`src/rtl/cpu_pkg.sv`:
```
`default_nettype none
// ============================================================================
//  Package     : cpu_pkg
//  Description : Shared types and constants for the CPU fetch-side control.
//                Holds the pc_sequencer state encoding and the default
//                sequential PC increment.
//  Revision    : 1.0 - initial release
// ============================================================================
package cpu_pkg;

  // Default byte distance between sequential instructions.
  localparam int unsigned c_instr_bytes = 4;

  // Sequencer states; encoding 2'd3 is illegal and recovers to ST_IDLE.
  typedef enum logic [1:0] {
    ST_IDLE     = 2'd0,
    ST_RUN      = 2'd1,
    ST_MEM_WAIT = 2'd2
  } state_t;

endpackage : cpu_pkg
`default_nettype wire

```
`src/rtl/sat_counter.sv`:
```
`default_nettype none
// ============================================================================
//  Module      : sat_counter
//  Description : Up-counter that increments when en is high and sticks at
//                all-ones instead of wrapping. Cleared only by reset.
//  Ports       : clk_i   - clock, rising edge
//                rst_i   - asynchronous active-low reset
//                en      - count enable
//                count_o - current count (registered)
//  Revision    : 1.0 - initial release
// ============================================================================
module sat_counter #(
  parameter int unsigned WIDTH = 32
) (
  input  logic             clk_i,
  input  logic             rst_i,
  input  logic             en,
  output logic [WIDTH-1:0] count_o
);

  logic [WIDTH-1:0] r_count;

  always_ff @(posedge clk_i or negedge rst_i) begin
    if (!rst_i) begin
      r_count <= '0;
    end else if (en && (r_count != '1)) begin
      r_count <= r_count + 1'b1;
    end
  end

  assign count_o = r_count;

endmodule : sat_counter
`default_nettype wire

```
`src/rtl/pc_sequencer.sv`:
```
`default_nettype none
// ============================================================================
//  Module      : pc_sequencer
//  Description : Fetch-side PC controller. Each cycle decides whether the PC
//                advances, holds (memory stall / load-use) or takes the ID
//                branch target, and drives the IF/ID write/flush controls.
//                Also keeps a saturating count of stall cycles.
//  Ports       : clk_i, rst_i (async active-low)
//                start_i          - CPU run enable
//                pc_i             - current PC
//                load_use_i       - load-use hazard
//                branch_i         - branch taken in ID
//                branch_target_i  - taken-branch target
//                mem_req_i        - MEM stage data-cache access this cycle
//                mem_ack_i        - data-cache access complete this cycle
//                pc_next_o        - next PC value
//                pc_write_o       - PC write enable (0 zeroes the PC)
//                stall_o          - hold PC
//                ifid_write_o     - IF/ID latch enable
//                ifid_flush_o     - IF/ID bubble insert
//                state_o          - current state (registered)
//                stall_cycles_o   - saturating stall count (registered)
//  Revision    : 1.0 - initial release
// ============================================================================
module pc_sequencer
  import cpu_pkg::*;
#(
  parameter int unsigned INSTR_BYTES = c_instr_bytes,
  parameter int unsigned CNT_W       = 32
) (
  input  logic             clk_i,
  input  logic             rst_i,
  input  logic             start_i,
  input  logic [31:0]      pc_i,
  input  logic             load_use_i,
  input  logic             branch_i,
  input  logic [31:0]      branch_target_i,
  input  logic             mem_req_i,
  input  logic             mem_ack_i,
  output logic [31:0]      pc_next_o,
  output logic             pc_write_o,
  output logic             stall_o,
  output logic             ifid_write_o,
  output logic             ifid_flush_o,
  output logic [1:0]       state_o,
  output logic [CNT_W-1:0] stall_cycles_o
);

  state_t r_state;

  logic w_in_run;
  logic w_in_wait;
  logic w_active;
  logic w_mem_stall;
  logic w_stall;
  logic w_take_branch;

  // --------------------------------------------------------------------------
  // State register. A memory miss in RUN takes priority over start_i going
  // low: the outstanding access must complete before the CPU can idle.
  // --------------------------------------------------------------------------
  always_ff @(posedge clk_i or negedge rst_i) begin
    if (!rst_i) begin
      r_state <= ST_IDLE;
    end else begin
      case (r_state)
        ST_IDLE: begin
          if (start_i) r_state <= ST_RUN;
        end
        ST_RUN: begin
          if (mem_req_i && !mem_ack_i) r_state <= ST_MEM_WAIT;
          else if (!start_i)           r_state <= ST_IDLE;
        end
        ST_MEM_WAIT: begin
          if (mem_ack_i) r_state <= start_i ? ST_RUN : ST_IDLE;
        end
        default: r_state <= ST_IDLE;
      endcase
    end
  end

  // --------------------------------------------------------------------------
  // Output decode. The illegal encoding decodes like IDLE (all w_in_* low).
  // --------------------------------------------------------------------------
  assign w_in_run  = (r_state == ST_RUN);
  assign w_in_wait = (r_state == ST_MEM_WAIT);
  assign w_active  = w_in_run | w_in_wait;

  // In MEM_WAIT the request is already in flight, so only the ack matters;
  // the ack cycle itself falls through to the lower priorities.
  assign w_mem_stall = (w_in_run & mem_req_i & ~mem_ack_i) |
                       (w_in_wait & ~mem_ack_i);

  assign w_stall       = w_active & (w_mem_stall | load_use_i);
  assign w_take_branch = w_active & ~w_stall & branch_i;

  assign pc_next_o    = w_take_branch ? branch_target_i
                                      : (pc_i + 32'(INSTR_BYTES));
  assign pc_write_o   = w_active;
  assign stall_o      = w_stall;
  assign ifid_write_o = w_active & ~w_stall;
  assign ifid_flush_o = ~w_active | w_take_branch;
  assign state_o      = r_state;

  sat_counter #(
    .WIDTH (CNT_W)
  ) u_stall_cnt (
    .clk_i   (clk_i),
    .rst_i   (rst_i),
    .en      (w_stall),
    .count_o (stall_cycles_o)
  );

endmodule : pc_sequencer
`default_nettype wire

```
`config.mk`:
```
export PLATFORM = sky130hd
export DESIGN_NAME = pc_sequencer
export DESIGN_NICKNAME = d
export VERILOG_FILES = /design/src/rtl/cpu_pkg.sv /design/src/rtl/sat_counter.sv /design/src/rtl/pc_sequencer.sv
export SDC_FILE = /design/constraint.sdc
export NUM_CORES = 1
export LEC_CHECK = 0
export CORE_MARGIN = 1
export CORE_UTILIZATION = 43
export CTS_CLUSTER_DIAMETER = 150
export DETAILED_ROUTE_END_ITERATION = 16
export MAX_ROUTING_LAYER = met4
export PLACE_DENSITY = 0.94
export SYNTH_ARGS = -nofsm -noshare
export SYNTH_HDL_FRONTEND = slang
export SYNTH_SLANG_ARGS = --single-unit
```
`constraint.sdc`:
```
create_clock -name clk_i -period 5.04 [get_ports clk_i]
set_clock_uncertainty 0.15 [all_clocks]
set_input_delay 1.008 -clock clk_i [delete_from_list [all_inputs] [get_ports clk_i]]
set_output_delay 1.008 -clock clk_i [all_outputs]
set_load 0.01 [all_outputs]
```
# --- Word-level counts from Yosys, hierarchy flattened ---
# Index checks and enable logic that the tools add are counted.
classes:
  addsub: 2
  mul: 0
  div: 0
  order_cmp: 0
  n_eq_ne: 6
  shifts: 0
  mux: 7
  bitwise_logic: 13
  n_reduce_logical: 5
op_table:
  columns: ["op", "n"]
  rows:
  - ["$add A32 B1 Y32 const B", 1]
  - ["$add A32 B3 Y32 const B", 1]
  - ["$mux W32", 1]
  - ["$ne A32 B32 Y1 const B", 1]
  - ["$mux W2", 4]
  - ["$and A1 B1 Y1", 6]
  - ["$pmux W2 S3", 1]
  - ["$ne A2 B2 Y1 const B", 2]
  - ["$or A1 B1 Y1", 4]
  - ["$ne A3 B2 Y1 const B", 1]
  - ["$not A1 Y1", 3]
  - ["$reduce_and A3 Y1", 1]
  - ["$eq A2 B1 Y1 const B", 1]
  - ["$eq A2 B2 Y1 const B", 1]
  - ["$logic_and A1 B1 Y1", 2]
  - ["$logic_not A2 Y1", 1]
  - ["$logic_not A1 Y1", 1]
  - ["$mux W1", 1]
totals:
  ff_bits: 34
  latchBits: 0
  ramBits: 0
  rom_bits: 0
  input_bits: 71
  out_inout_bits: 70
  memories: 0

# --- Depth between registers and ports, before layout ---
# Gate-level depths: netlist of run 1.
depth:
  word_depth: 10
  mapped_depth: 9
  ltp_nobuf: 8

# --- Modules after synthesis ---
# A second synthesis of run 1 with hierarchy kept.
unflattened:
  cells_unflattened: 345
  area_unflattened_um2: 2839.0
modules_own_cells:
  columns: ["module", "instances", "cells_per_inst", "area_each_um2", "seq_area_each_um2"]
  rows:
  - ["sat_counter", 1, 151, 1624.1, 800.8]
  - ["pc_sequencer", 1, 194, 1214.9, 50.0]

# --- Worst setup path after synthesis of run 1 ---
# OpenSTA, ideal clock, no wires.
synth_path:
  path_kind: "input to output"
  startpoint: "in pc_i[2]"
  endpoint: "out pc_next_o[24]"
  arrival_ns: 2.391
  t_required_ns: 3.882
  path_slack_ns: 1.491
  cell_stages: 6
  n_path_buf: 0
  cell_sequence: "ha_1 > nand4_1 > nor4_2 > nand4_1 > xor2_1 > a21oi_1"
synth_between:
  elab_chain_len: 2
synth_rtl:
  columns: ["item", "line_no", "text"]
  rows:
  - ["start, declared", "pc_sequencer.sv:34", "input logic [31:0] pc_i,"]
  - ["$add A32 B3 Y32", "pc_sequencer.sv:98", ": (pc_i + 32'(INSTR_BYTES));"]
  - ["$mux W32", "pc_sequencer.sv:97", "assign pc_next_o = w_take_branch ? branch_target_i"]
  - ["end, declared", "pc_sequencer.sv:40", "output logic [31:0] pc_next_o,"]
# No other way between the ends.

# --- Worst setup path after layout of run 1 ---
layout_path:
  startpoint: "in pc_i[2]"
  endpoint: "out pc_next_o[30]"
# Same word-level chain as after synthesis.

==> out/summary.txt, run 1 <==
status -> completed
Worst VDD drop -> 0.000208 V
post-synthesis sequential area ratio -> 32.0%
critical path arrival -> 3.56 ns
Async S/R FF share, synth -> 100%
Max-cap violations -> 0
Die Area -> 6500 um2
Fill cells -> 453
Critical Path End Type -> output pin
Reg clk slew, reported paths -> 0.07 ns
CTS tree -> yes
Setup CP Type -> in2out
DRT Wirelength -> 8350 um
Pleak -> 1.75 nW
GP Congestion -> 0.962
max-slew violation count -> 0
endpoints failing hold -> 0
non-filler cells, final -> 539
placeable core area -> 5960 um2
cts hold-fix bufs -> 0
initial antenna violation count -> 0
Gate Count Post-Synth -> 322
NumNets Final -> 540
Synth Net Count -> 399
post-synthesis cell area -> 2660 um2
fin crit period -> 4.71 ns
Fmax -> 212 MHz
unrepaired setup endpoints after global routing -> no
drc violations -> 0
DR WL/cell -> 15.5 um
clock sink count -> 34
gr usage total -> 25.8%
first-pass detailed-route iteration total -> 4
htree depth -> 2
share of cells above drive strength 1 -> 5.17%
Yosys warnings -> 0
largest net degree at the start of global routing -> 62
slew margin rel. -> 64.0%
routed vias/inst -> 5.46
synth unique cells -> 41
worst path required time -> 3.88 ns
dpl cells -> 531
FF+latch count, synth -> 34
root buf cell -> clkbuf_8
critical path peak fanout -> 7
Detailed Place HPWL -> 6570 um
vias -> 2942
Post-synth top flop -> dfrtp_1
setup tns final -> 0 ns
Die Y-Extent -> 80.7 um
Layout area overhead -> 60.0%
I/O Pins -> 141
Port Buf Inserts -> 140
Post-synth EDFFs -> 0
final setup vio count -> 0
actual slew at the worst max-slew pin -> 0.538 ns
FP Rows -> 28
Post-CTS Resized -> 0
min-delay worst type -> reg2reg
setup bufs post-CTS -> 0
total power divided by cell area -> 281 nW/um2
Fin Hold WS -> 0.364 ns
Routed Antenna Nets -> 0
vias in the first global route -> 2694
Initial Util -> 44.7%
DR iter-0 viols -> 133
n_diodes -> 0
CTS max path bufs -> 2
total CTS buffers -> 5
first-pass GRT wire length -> 12600 um
GRT Residual Overflow -> 0
Startpoint Class -> input port
worst skew pair latency -> 0.29 ns
syn avg cell area -> 8.26 um2
final worst-path cycle share -> 93.5%
Die W -> 80.7 um
-- report_power, final --
group | switching, mW | internal (mW)
Clock | 0.0978 | 0.145
Combinational | 0.278 | 0.337
Sequential | 0.0358 | 0.302
Total | 0.412 | 0.785
-- critical path, stage by stage --
cell,delay [ns]
clkdlybuf4s50_1,0.53
ha_1,0.23
nand4_1,0.19
nor4_2,0.34
buf_4,0.21
nand4_1,0.11
xor2_1,0.17
a21oi_1,0.19
clkdlybuf4s50_1,0.57
-- flip-flops by register name, indices dropped and copies added (netlist names) --
name,flops
state_o,2
u_stall_cnt.count_o,32
-- metal layers --
metal	share of wire (%)	routed length [um]	track usage (%)	up-vias
met5	0	0	-	-
met4	1.5	125	7.14	0
met3	4.3	358	3.30	16
met2	52	4380	43.7	98
met1	42	3480	32.3	1411
li1	-	-	-	1417
-- metrics by stage --
stage / area, um2 / setup slack [ns] / total power, mW / util (%)
after floorplan: 2660 / 1.49 / 0.623 / -
after global placement: 4150 / 0.492 / 0.937 / 69.6
after detailed placement: 4150 / 0.364 / 0.955 / 69.6
after CTS: 4260 / 0.339 / 1.20 / 71.4
after global routing: 4260 / 0.201 / 1.27 / 71.4
final: 4260 / 0.326 / 1.20 / 71.4
-- Yosys cell counts (4+ instances only) --
| library cell | number | area (um2) |
|---|---|---|
| a21oi_1 | 30 | 150 |
| and3_1 | 11 | 68.8 |
| and4_1 | 6 | 52.6 |
| clkbuf_1 | 4 | 15.0 |
| dfrtp_1 | 34 | 851 |
| ha_1 | 6 | 75.1 |
| inv_1 | 11 | 41.3 |
| mux2_2 | 6 | 67.6 |
| nand2_1 | 21 | 78.8 |
| nand3_1 | 23 | 115 |
| nand4_1 | 22 | 138 |
| nor2_1 | 50 | 188 |
| nor3_1 | 7 | 35.0 |
| nor4_1 | 4 | 25.0 |
| xnor2_1 | 19 | 166 |
| xor2_1 | 36 | 315 |
-- final cells by class --
| type | instances | area, um2 | share of cell area, % |
|---|---|---|---|
| multi-input combinational | 267 | 1720 | 40.3 |
| tap | 75 | 93.8 | 2.21 |
| timing repair buffer | 144 | 1440 | 33.9 |
| clock buffer | 5 | 68.8 | 1.62 |
| clock inverter | 3 | 40.0 | 0.941 |
| sequential | 34 | 851 | 20.0 |
| inverter | 11 | 41.3 | 0.970 |
-- kinds of logic after synthesis --
kind of cell,after synthesis,share of synthesized area [%]
AOI/OAI and AO/OA,41,9.55
xor gates and xnor gates,55,18.1
adders and majority gates,6,2.82
buffers and inverters,21,3.67
DFF,34,32.0
muxes,8,3.48
and+or+nand+nor,157,30.4
-- placed cells by master (no fill, tap or decap), types with 2 or more instances in the layout --
master / count
clkinv_2: 2
nand4_1: 22
mux2_2: 6
nor3_1: 7
ha_1: 6
or3_1: 3
dfrtp_1: 34
and3_1: 11
and2_1: 3
clkbuf_8: 5
nor4_1: 4
nand3_1: 22
inv_1: 11
a21oi_1: 30
buf_4: 3
xnor2_1: 19
nor2_1: 50
xor2_1: 36
nand2_1: 21
clkdlybuf4s50_1: 140
and4_1: 6
-- path summary, 6_finish.rpt --
path	start	slack, ns	to	depth (start not counted)
max	pc_i[2]	0.33	pc_next_o[30]	9
min	u_stall_cnt.count_o[5]$_DFFE_PN0P_	0.36	u_stall_cnt.count_o[5]$_DFFE_PN0P_	1
max reg2reg	state_o[1]$_DFFE_PN0P_	2.57	u_stall_cnt.count_o[28]$_DFFE_PN0P_	7
min reg2reg	u_stall_cnt.count_o[5]$_DFFE_PN0P_	0.36	u_stall_cnt.count_o[5]$_DFFE_PN0P_	1
max in group asynchronous	rst_i	3.47	u_stall_cnt.count_o[24]$_DFFE_PN0P_	2
min in group asynchronous	rst_i	0.96	u_stall_cnt.count_o[16]$_DFFE_PN0P_	2
Note: power is estimated with default switching activity, not from simulation.
==> inputs of run 2 (changes only) <==
- CAP_MARGIN: unset -> 5
- PLACE_DENSITY: 0.94 -> 0.88
- SLEW_MARGIN: unset -> 20
==> out/summary.txt, run 2 (synthesized netlist as in run 1, its figures left out) <==
Worst R2R End -> u_stall_cnt.count_o[28]$_DFFE_PN0P_
Critical Path End Type -> output pin
routed vias/inst -> 5.32
DR WL/cell -> 15.2 um
Setup crit start -> pc_i[19]
unrepaired setup endpoints after global routing -> no
grt met2 use -> 38.8%
Layout Utilization -> 71.2%
DRT Wirelength -> 8180 um
min-delay worst type -> reg2reg
GP Congestion -> 0.908
Setup CP Type -> in2out
grt peak-use layer -> met2
largest net degree at the start of global routing -> 48
final setup vio count -> 0
Max-cap violations -> 0
total power divided by cell area -> 272 nW/um2
max FFs per register -> 32
Die Area -> 6500 um2
setup tns final -> 0 ns
total CTS buffers -> 5
I/O Pins -> 141
slew margin rel. -> 64.1%
met3 Use GR -> 3.41%
placeable core area -> 5960 um2
commonest non-fill, non-tap cell in the layout -> clkdlybuf4s50_1
first-pass detailed-route iteration total -> 4
Fmax -> 216 MHz
worst reg2reg path startpoint -> state_o[0]$_DFFE_PN0P_
Detailed Place HPWL -> 6500 um
FP Rows -> 28
Die W -> 80.7 um
Routed Antenna Nets -> 0
NumNets Final -> 540
fin crit period -> 4.63 ns
GRT Residual Overflow -> 0
Layout area overhead -> 59.3%
cts hold-fix bufs -> 0
Pleak -> 1.74 nW
Initial Util -> 44.7%
status -> completed
area of the multi-input gates -> 1720 um2
drc violations -> 0
Startpoint Class -> input port
initial antenna violation count -> 0
worst hold path depth -> 1
n_diodes -> 0
Post-CTS Resized -> 0
Port Buf Inserts -> 140
worst path required time -> 3.88 ns
setup bufs post-CTS -> 0
vias in the first global route -> 2564
max-slew violation count -> 0
htree depth -> 2
CTS max path bufs -> 2
root buf cell -> clkbuf_8
Die Y-Extent -> 80.7 um
worst skew pair latency -> 0.29 ns
commonest cells after routing, fill and taps aside -> clkdlybuf4s50_1 (140), nor2_1 (50), xor2_1 (36)
gr usage total -> 25.4%
Reg clk slew, reported paths -> 0.07 ns
final worst-path cycle share -> 91.8%
Min-Delay Endpoint -> u_stall_cnt.count_o[31]$_DFFE_PN0P_
share of cells above drive strength 1 -> 4.96%
DR iter-0 viols -> 106
HP Start -> u_stall_cnt.count_o[31]$_DFFE_PN0P_
first-pass GRT wire length -> 12400 um
endpoints failing hold -> 0
critical path arrival -> 3.47 ns
vias -> 2866
critical path peak fanout -> 6
Worst VDD drop -> 0.000217 V
Storage cell area -> 851 um2
r2r worst-path depth -> 6
flop2flop setup slack -> 2.61 ns
GR Util met1 -> 34.1%
CTS tree -> yes
Fill cells -> 488
clock sink count -> 34
actual slew at the worst max-slew pin -> 0.537 ns
## run 2: cell types whose count changed in the layout (fill, tap and decap cells not counted), sizes merged
cell	previous run	this run
clkbuf	5	7
clkinv	2	1
bufinv	1	0
## run 2: worst max-delay path: stages
cell and delay [ns]:
clkdlybuf4s50_1 0.57, nand4_1 0.16, nor4_1 0.48, nand2_1 0.12
or3_1 0.36, a31oi_1 0.19, clkdlybuf4s50_1 0.58
## run 2: per-layer routing
layer,wire length [um],vias to the layer above
li1,-,1422
met1,3650,1333
met2,4020,91
met3,324,20
met4,180,0
met5,0,-
## run 2: worst max-delay path by stage
stage | slack (ns) | end | depth (start not counted)
2_1_floorplan | 1.49 | pc_next_o[24] | 6
3_3_place_gp | 0.47 | pc_next_o[31] | 7
3_5_place_dp | 0.44 | pc_next_o[31] | 7
4_1_cts | 0.42 | pc_next_o[31] | 7
5_1_grt | 0.22 | pc_next_o[31] | 7
6_report | 0.41 | pc_next_o[31] | 7
## run 2: power by group
group | total [mW] | switching (mW) | internal [mW]
Combinational | 0.609 | 0.272 | 0.337
Clock | 0.208 | 0.0981 | 0.110
Sequential | 0.337 | 0.0355 | 0.302
Total | 1.15 | 0.405 | 0.749
## run 2: stage by stage
stage	cells	hold WS [ns]	setup WS [ns]	total power, mW	cell area, um2
2_1_floorplan	322	0.369	1.49	0.623	2660
3_3_place_gp	531	0.335	0.469	0.937	4150
3_5_place_dp	531	0.336	0.437	0.952	4150
4_1_cts	539	0.348	0.425	1.16	4240
5_1_grt	539	0.366	0.216	1.23	4240
6_report	539	0.343	0.413	1.15	4240
## run 2: area by class of cell
cell class / count / area share (%)
Clock buffer: 7 / 2.04
Clock inverter: 1 / 0.118
Inverter: 11 / 0.974
Multi-Input combinational cell: 267 / 40.5
Sequential cell: 34 / 20.1
Tap cell: 75 / 2.21
Timing Repair Buffer: 144 / 34.1
